===== config.mk =====
export PLATFORM = sky130hd
export DESIGN_NAME = mandel_pixel_collector_flat
export DESIGN_NICKNAME = d
export VERILOG_FILES = /design/src/rtl/mandel_pixel_collector_if.sv /design/src/rtl/mandel_pixel_collector.sv /design/src/flat_wrapper.sv
export SDC_FILE = /design/constraint.sdc
export NUM_CORES = 1
export LEC_CHECK = 0
export BUFFER_PORTS_ARGS = -buffer_cell sky130_fd_sc_hd__buf_2
export CAP_MARGIN = 20
export CORE_UTILIZATION = 40
export DETAILED_ROUTE_END_ITERATION = 10
export SLEW_MARGIN = 20
export SYNTH_ARGS = -nofsm -noshare
export SYNTH_HDL_FRONTEND = slang
export SYNTH_SLANG_ARGS = --single-unit

===== constraint.sdc =====
create_clock -name Clk -period 4.7 [get_ports Clk]
set_input_delay 0.235 -clock Clk [delete_from_list [all_inputs] [get_ports Clk]]
set_output_delay 0.235 -clock Clk [all_outputs]
set_load 0.1 [all_outputs]

===== src/rtl/mandel_pixel_collector_if.sv =====
// Frame-buffer write port of the Mandelbrot pixel collector: valid/ready with
// a linear pixel address and an 8-bit colour index.
interface mandel_pixel_collector_if #(
    parameter int ADDR_W = 17
);
    logic              wr_valid;
    logic              wr_ready;
    logic [ADDR_W-1:0] wr_addr;
    logic [7:0]        wr_data;

    modport master (output wr_valid, output wr_addr, output wr_data, input wr_ready);
    modport slave  (input wr_valid, input wr_addr, input wr_data, output wr_ready);
endinterface


===== src/rtl/mandel_pixel_collector.sv =====
// Collects escape results from the Mandelbrot pipeline tail and writes colour indices to the
// frame buffer through a first-word-fall-through FIFO. Optional ESCAPE_COUNT_EN adds escape_count.
module mandel_pixel_collector #(
    parameter int H_RES      = 320,
    parameter int V_RES      = 240,
    parameter int ADDR_W     = 17,
    parameter int FIFO_DEPTH = 16
) (
    input  logic                   Clk,
    input  logic                   Reset,
    input  logic                   start,
    input  logic                   in_valid,
    input  logic [7:0]             in_div,
    input  logic                   in_no_op,
    mandel_pixel_collector_if.master wr,
    output logic                   busy,
    output logic                   frame_done,
    output logic                   overflow
`ifdef ESCAPE_COUNT_EN
    ,
    output logic [ADDR_W-1:0]      escape_count
`endif
);
    localparam int XW = (H_RES > 1) ? $clog2(H_RES) : 1;
    localparam int YW = (V_RES > 1) ? $clog2(V_RES) : 1;
    localparam int PW = $clog2(FIFO_DEPTH);

    localparam logic [XW-1:0] X_LAST = XW'(H_RES - 1);
    localparam logic [YW-1:0] Y_LAST = YW'(V_RES - 1);

    localparam logic [1:0] S_IDLE  = 2'd0;
    localparam logic [1:0] S_RUN   = 2'd1;
    localparam logic [1:0] S_DRAIN = 2'd2;
    localparam logic [1:0] S_DONE  = 2'd3;

    logic [1:0]        state_q, state_d;
    logic [XW-1:0]     x_q, x_d;
    logic [YW-1:0]     y_q, y_d;
    logic [ADDR_W-1:0] addr_q, addr_d;
    logic [PW:0]       wr_ptr_q, wr_ptr_d;
    logic [PW:0]       rd_ptr_q, rd_ptr_d;
    logic              overflow_q, overflow_d;
`ifdef ESCAPE_COUNT_EN
    logic [ADDR_W-1:0] esc_q, esc_d;
`endif

    logic [ADDR_W-1:0] mem_addr [FIFO_DEPTH];
    logic [7:0]        mem_data [FIFO_DEPTH];

    logic empty, full, pop, pix, push, drop, last_pix;

    assign empty    = (wr_ptr_q == rd_ptr_q);
    assign full     = (wr_ptr_q[PW] != rd_ptr_q[PW]) && (wr_ptr_q[PW-1:0] == rd_ptr_q[PW-1:0]);
    assign pop      = !empty && wr.wr_ready;
    assign pix      = (state_q == S_RUN) && in_valid;
    // A pop on the same edge frees the slot, so a full FIFO can still accept.
    assign push     = pix && (!full || pop);
    assign drop     = pix && full && !pop;
    assign last_pix = (x_q == X_LAST) && (y_q == Y_LAST);

    always_comb begin
        state_d    = state_q;
        x_d        = x_q;
        y_d        = y_q;
        addr_d     = addr_q;
        overflow_d = overflow_q;
`ifdef ESCAPE_COUNT_EN
        esc_d      = esc_q;
`endif
        case (state_q)
            S_IDLE: begin
                if (start) begin
                    state_d    = S_RUN;
                    x_d        = '0;
                    y_d        = '0;
                    addr_d     = '0;
                    overflow_d = 1'b0;
`ifdef ESCAPE_COUNT_EN
                    esc_d      = '0;
`endif
                end
            end
            S_RUN: begin
                if (pix) begin
                    // Raster position advances whether or not the pixel fits in the FIFO.
                    addr_d = addr_q + 1'b1;
                    if (x_q == X_LAST) begin
                        x_d = '0;
                        y_d = y_q + 1'b1;
                    end else begin
                        x_d = x_q + 1'b1;
                    end
                    if (last_pix) state_d = S_DRAIN;
                    if (drop) overflow_d = 1'b1;
`ifdef ESCAPE_COUNT_EN
                    if (in_no_op) esc_d = esc_q + 1'b1;
`endif
                end
            end
            S_DRAIN: begin
                if (empty) state_d = S_DONE;
            end
            default: state_d = S_IDLE;
        endcase
    end

    assign wr_ptr_d = wr_ptr_q + (PW + 1)'(push);
    assign rd_ptr_d = rd_ptr_q + (PW + 1)'(pop);

    always_ff @(posedge Clk or posedge Reset) begin
        if (Reset) begin
            state_q    <= S_IDLE;
            x_q        <= '0;
            y_q        <= '0;
            addr_q     <= '0;
            wr_ptr_q   <= '0;
            rd_ptr_q   <= '0;
            overflow_q <= 1'b0;
`ifdef ESCAPE_COUNT_EN
            esc_q      <= '0;
`endif
        end else begin
            state_q    <= state_d;
            x_q        <= x_d;
            y_q        <= y_d;
            addr_q     <= addr_d;
            wr_ptr_q   <= wr_ptr_d;
            rd_ptr_q   <= rd_ptr_d;
            overflow_q <= overflow_d;
`ifdef ESCAPE_COUNT_EN
            esc_q      <= esc_d;
`endif
        end
    end

    always_ff @(posedge Clk) begin
        if (push) begin
            mem_addr[wr_ptr_q[PW-1:0]] <= addr_q;
            mem_data[wr_ptr_q[PW-1:0]] <= in_no_op ? in_div : 8'h00;
        end
    end

    // Storage is not reset, so the head is masked to zero while the FIFO is empty.
    assign wr.wr_valid = !empty;
    assign wr.wr_addr  = empty ? '0 : mem_addr[rd_ptr_q[PW-1:0]];
    assign wr.wr_data  = empty ? 8'h00 : mem_data[rd_ptr_q[PW-1:0]];

    assign busy       = (state_q == S_RUN) || (state_q == S_DRAIN);
    assign frame_done = (state_q == S_DONE);
    assign overflow   = overflow_q;
`ifdef ESCAPE_COUNT_EN
    assign escape_count = esc_q;
`endif
endmodule

===== src/flat_wrapper.sv =====
// flat-port wrapper written by rule: the top's interface ports become plain ports
module mandel_pixel_collector_flat 
#(
    parameter int H_RES      = 320,
    parameter int V_RES      = 240,
    parameter int ADDR_W     = 17,
    parameter int FIFO_DEPTH = 16
)
  (Clk, Reset, start, in_valid, in_div, in_no_op, busy, frame_done, overflow, wr_wr_valid, wr_wr_addr, wr_wr_data, wr_wr_ready);
  mandel_pixel_collector_if #(.ADDR_W(ADDR_W)) wr_i ();
  input  logic Clk;
  input  logic Reset;
  input  logic start;
  input  logic in_valid;
  input  logic [7:0] in_div;
  input  logic in_no_op;
  output logic busy;
  output logic frame_done;
  output logic overflow;
  output wire logic [$bits(wr_i.wr_valid)-1:0] wr_wr_valid;
  output wire logic [$bits(wr_i.wr_addr)-1:0] wr_wr_addr;
  output wire logic [$bits(wr_i.wr_data)-1:0] wr_wr_data;
  input wire logic [$bits(wr_i.wr_ready)-1:0] wr_wr_ready;
  assign wr_wr_valid = wr_i.wr_valid;
  assign wr_wr_addr = wr_i.wr_addr;
  assign wr_wr_data = wr_i.wr_data;
  assign wr_i.wr_ready = wr_wr_ready;
  mandel_pixel_collector #(.H_RES(H_RES), .V_RES(V_RES), .ADDR_W(ADDR_W), .FIFO_DEPTH(FIFO_DEPTH)) u_core (.Clk(Clk), .Reset(Reset), .start(start), .in_valid(in_valid), .in_div(in_div), .in_no_op(in_no_op), .wr(wr_i), .busy(busy), .frame_done(frame_done), .overflow(overflow));
endmodule

Word-level counts from Yosys, hierarchy flattened
Memories as Yosys holds them, arrays and structs flattened.
Index checks and enable logic that the tools add are counted.
{ "classes": {"n_shift": 0, "eq_ne": 14, "mul": 0, "n_div": 0, "magnitude_cmp": 0, "n_addsub": 5, "bitwise": 0, "n_mux": 25, "reduce_logical": 18} }
{ "op_table": {"columns": ["cell", "count"], "rows": [
  ["$mux W17", 3],
  ["$mux W8", 5],
  ["$pmux W17 S2", 1],
  ["$mux W9", 3],
  ["$pmux W9 S2", 1],
  ["$add A17 B1 Y17 const B", 1],
  ["$pmux W8 S2", 1],
  ["$reduce_and A4 Y1", 3],
  ["$add A5 B1 Y5", 2],
  ["$ne A2 B1 Y1 const B", 5],
  ["$add A9 B1 Y9 const B", 1],
  ["$eq A9 B9 Y1 const B", 1],
  ["$add A8 B1 Y8 const B", 1],
  ["$eq A8 B8 Y1 const B", 1],
  ["$mux W2", 4],
  ["$logic_and A1 B1 Y1", 7],
  ["$pmux W2 S3", 1],
  ["$eq A5 B5 Y1", 1],
  ["$mux W1", 5],
  ["$eq A2 B2 Y1 const B", 2],
  ["$eq A4 B4 Y1", 1],
  ["$logic_not A1 Y1", 3],
  ["$reduce_and A3 Y1", 1],
  ["$eq A2 B1 Y1 const B", 1],
  ["other kinds (6)", 7]
]} }
{ "word_totals": {"regBits": 47, "output_inout_bits": 29, "latchBits": 0, "memories": 2, "mem_bits_rw": 400, "romBits": 0, "elab_cells": 71} }
{ "mem_list": {"columns": ["name", "words", "word_bits", "rd", "rd_ports_with_merged_regs", "write_ports", "line_no", "text"], "rows": [
  ["u_core.mem_addr", 16, 17, 1, 0, 1, "mandel_pixel_collector.sv:47", "logic [ADDR_W-1:0] mem_addr [FIFO_DEPTH];"],
  ["u_core.mem_data", 16, 8, 1, 0, 1, "mandel_pixel_collector.sv:48", "logic [7:0] mem_data [FIFO_DEPTH];"]
]} }

Depth between registers and ports, before layout
{ "depth": {"ltp_word": 8, "depth_mapped": 10} }

Worst setup path after synthesis
Ideal clock, no wire load.
{ "synth_timing": {"path_type": "reg2reg", "from": "register u_core.rd_ptr_q[1]", "to": "memory u_core.mem_addr[1][0], enable pin", "setup_slack_ns": 0.825, "t_required_ns": 4.230, "path_stages_with_launch": 6, "setup_time_ns": 0.470, "arrival_ns": 3.404, "path_cell_list": "dfrtp_1 > buf_2 > xnor2_1 > nand4_2 > o311ai_2 > nor4_1"} }
{ "synth_via": {"elab_chain_cells": 7, "word_cells_on_any_way": 10, "cone_classes": "eq/ne (2); mux (2); reduce/logical (6)"} }
{ "synth_rtl": {"columns": ["item", "line_no", "text"], "rows": [
  ["start: declaration", "mandel_pixel_collector.sv:41", "logic [PW:0] rd_ptr_q, rd_ptr_d;"],
  ["start signal: assignment", "mandel_pixel_collector.sv:128", "rd_ptr_q <= rd_ptr_d;"],
  ["$eq A5 B5 Y1 or $eq A4 B4 Y1 (tied branches)", "mandel_pixel_collector.sv:52, mandel_pixel_collector.sv:53", null],
  ["$logic_not A1 Y1 or $logic_and A1 B1 Y1 (tied branches)", "mandel_pixel_collector.sv:54, mandel_pixel_collector.sv:53", null],
  ["$logic_and A1 B1 Y1 or $logic_not A1 Y1 (tied branches)", "mandel_pixel_collector.sv:54, mandel_pixel_collector.sv:57", null],
  ["$logic_or A1 B1 Y1 *", "mandel_pixel_collector.sv:57", "assign push = pix && (!full || pop);"],
  ["$logic_and A1 B1 Y1 *", "mandel_pixel_collector.sv:57", null],
  ["$mux W1 *", "mandel_pixel_collector.sv:137", "if (push) begin"],
  ["$mux W1 (implied by the code) *", "mandel_pixel_collector.sv:138", "mem_addr[wr_ptr_q[PW-1:0]] <= addr_q;"],
  ["end: declaration", "mandel_pixel_collector.sv:47", null]
]} }
Every way passes the cells marked *; elsewhere a longest branch is shown, timed or not.

Worst setup path after layout
{ "layout_timing": {"from": "register u_core.rd_ptr_q[1]", "to": "output port wr_wr_addr[15]"} }
{ "layout_via": {"elab_chain_cells": 2, "word_cells_on_any_way": 3, "cone_classes": "eq/ne (1); mux (1); memory (1)"} }
{ "layout_rtl": {"columns": ["item", "line_no", "text"], "rows": [
  ["$mem_v2 Z16 W17 or $eq A5 B5 Y1 (tied branches)", null, null],
  ["$mux W17 *", "mandel_pixel_collector.sv:145", "assign wr.wr_addr = empty ? '0 : mem_addr[rd_ptr_q[PW-1:0]];"],
  ["end: declaration", "flat_wrapper.sv:21", "output wire logic [$bits(wr_i.wr_addr)-1:0] wr_wr_addr;"]
]} }
Marked as above.

==> impl_results.md <==
* Outcome: completed
* Worst EP required at 4470 ps
* Netlist cell types at 53
* Peak supply drop at roughly 0.67 mV
* Ratio of cells with drive above 1 in the final layout at ~27%
* Vias in the first global route at 8,840
* Period utilisation layout at roughly 80%
* CP max FO at 31
* Core Area at 43,400 sq um
* Max Clk Rate at between 0.2 and 0.3 GHz
* Row count at 76
* Mapped Area at approximately 18,000 sq um
* Worst Setup End Kind: output pin
* Die area at about 45,000 sq um
* Die Wd at roughly 210 um
* CTS H-tree lvls at 2
* Yosys top cell by area: edfxtp_1
* Async set or reset register ratio after synthesis at between 10% and 20%
* Syn Nets at between 900 and 1k
* Reg2reg start: u_core.state_q[1]$_DFFE_PP0P_
* DRT Pass-1 Iters at 6
* Top post-synthesis cells by area: edfxtp_1 (68%), mux4_2 (13%), dfrtp_1 (6.6%)
* WL/cell at ~23 um
* Maxcap violations at 0
* Worst path max stage delay at just under 800 ps
* Post-synth EDFFs at 400
* Top post-synthesis cells by count: edfxtp_1 (400), mux4_2 (100), o22ai_1 (50), dfrtp_1 (47), nor3_1 (39)
* Worst Path Arrival at between 3000 and 4000 ps
* Most common cell in the netlist: edfxtp_1
* Clock Skew at 17.4 ps
* DR vias at around 8.5k
* Die Span Y at 212 um
* Sw power at ~0.0056 W
* Setup tns final at 0 ps
* Post-Synthesis Cells at 899
* Leak at roughly 6.6 nW
* Clk pwr share at roughly a quarter
* Rel. slew slack at between 20% and 30%
* Final setup fails at 0
* Initial antenna violation count at 1
* I/O pin total at between 40 and 50
* Pins over their slew limit at 0
* CTS buffer count at between 40 and 50
* Sw Share at roughly 40%
* Post-synthesis sequential element count at between 400 and 500
* Post-CTS Setup Inserts at 0
* Crit path time final at around 3800 ps
* Total wire length at 36,600 um
* CTS sink cnt at ~450
* Reg clk slew, reported paths at about 60 ps
* Mean post-synth cell area at 19.7 sq um
* Max clock buf depth at 3
* CP max-delay cell: dfrtp_2
* Flop pwr share at 38.0%
* Worst min-delay path category: input pin to flop
* Detailed Route Iter0 Violations at around 580
* Kind of critical path: flop to output pin
* Gr usage total at 16.6%
* CP Launch Point: u_core.rd_ptr_q[1]$_DFF_PP0_
* Register area share after synthesis at approximately 75%
* Routed vias/inst at approximately 5.4
* Fin nets at a little under 1k
* Gpl congestion at a little over 0.7
* IO buf count at 42
* Post-route ant nets at 0
* Gr ovfl total at 0
* Largest net degree at the start of global routing at between 100 and 150
* Final HPWL DP at between 20,000 and 25,000 um
* Cells along the critical path: buf_4 -> or2_2 -> o22ai_1 -> nor3_1 -> buf_2
* Power Dens Cells at 692 nW/um^2
* Crit start category: flop
* WHS at roughly 77 ps
* Initial Utilization at roughly 40%
* Yosys top cell area share at 67.9%
* Worst-Skew Late Latency at slightly below 600 ps
* Ys Warns at 0
* Worst Hold Launch: in_valid
* Post-route DRC at 0
* Pint at between 0.008 and 0.009 W
* RSZ-0062 raised after global routing: false
* Area growth syn-to-layout at 14.1%
* First-pass GRT wire length at roughly 55,000 um
* CTS tree: yes
* Final hold violations at 0
* Ant. Diodes at 0
* Top_reg_cell synth: edfxtp_1
* Root Driver: clkbuf_16
* Least-Margin Pin Slew at around 1100 ps
* Combinational Power Share at a little under two fifths
layer usage:
metal	vias to the layer above	routed length, um	track usage, %
li1	3816	-	-
met2	167	17900	26.9
met4	2	816	5.18
met5	-	10	0
met3	59	1330	2.94
met1	4492	16600	22.8
cell usage in the layout, fill, tap and decap left out, drive strengths merged, types with 2 or more instances in the layout:
cell	n
nand3	22
inv	11
clkinv	16
nor3	40
bufinv	3
nor2	33
clkbuf	60
dfrtp	47
or3	2
a21o	2
o22ai	50
nand2b	9
nor2b	2
a22o	5
mux4	100
ha	12
nor4	6
mux2i	4
and2	13
nand4	7
and4	3
edfxtp	400
nand2	20
mux2	2
xor2	25
and3	5
xnor2	11
buf	69
a21oi	2
o21ai	8
and4b	3
cells by family (layout without fill, tap and decap cells):
group	after synthesis	after routing	share of synthesized area (%)
compound gates	74	74	2.88
xor+xnor	36	36	1.78
fa+ha+maj	12	12	0.849
buf+inv	57	160	1.60
flops	447	447	74.6
mux	106	106	13.1
simple gates	167	167	5.26
worst max-delay path: cells and delay by family, from the launching register on:
family / cells / cell delay, ps
compound gates: 1 / 160
buf+inv: 2 / 1000
flops: 1 / 790
simple gates: 2 / 970
flip-flops by register name, indices dropped and copies added (netlist names):
signal and count:
u_core.rd_ptr_q 5, u_core.mem_addr 272, u_core.x_q 9, u_core.y_q 8, u_core.addr_q 17, u_core.wr_ptr_q 5, u_core.state_q 2, u_core.mem_data 128
u_core.overflow 1
layout make-up:
cell class | instances | area (sq um)
Clock buffer | 60 | 1250
Clock inverter | 22 | 224
Fill cell | 3676 | 23200
Inverter | 8 | 30.0
Multi-Input combinational cell | 395 | 4310
Sequential cell | 447 | 13200
Tap cell | 585 | 732
Timing Repair Buffer | 70 | 452
through the flow:
step / instance area, sq um / total power, W / utilization (%) / cells / worst slack (ps)
2_1_floorplan: 17700 / 0.00946 / - / 899 / 825
3_3_place_gp: 18700 / 0.0105 / 43.1 / 1503 / 1480
3_5_place_dp: 18700 / 0.0106 / 43.1 / 1503 / 1390
4_1_cts: 20200 / 0.0141 / 46.5 / 1586 / 898
5_1_grt: 20200 / 0.0145 / 46.6 / 1587 / 804
6_report: 20200 / 0.0140 / 46.6 / 1587 / 949
power groups by stage:
stage	Sequential [W]	Clock (W)	Combinational, W
2_1_floorplan	0.00522	0	0.00424
3_3_place_gp	0.00536	0	0.00518
3_5_place_dp	0.00539	0	0.00520
4_1_cts	0.00531	0.00363	0.00520
5_1_grt	0.00536	0.00376	0.00539
6_report	0.00531	0.00354	0.00513
final timing paths:
path	to	slack [ps]	cells past startpoint
worst max-delay path	wr_wr_addr[15]	950	5
worst min register to register	u_core.y_q[1]$_DFFE_PP0P_	490	2
max in group asynchronous	u_core.rd_ptr_q[0]$_DFF_PP0_	3820	4
worst min-delay path	u_core.overflow$_DFFE_PP0P_	80	3
min in group asynchronous	u_core.addr_q[10]$_DFFE_PP0P_	370	4
worst max register to register	u_core.mem_addr[2][5]$_DFFE_PP_	1460	6
what timing repair did:
action,CTS,global route
resized for setup,0,0
endpoints found under the hold margin,47,0
hold buffers,1,0
(Power assumes the default switching activity.)
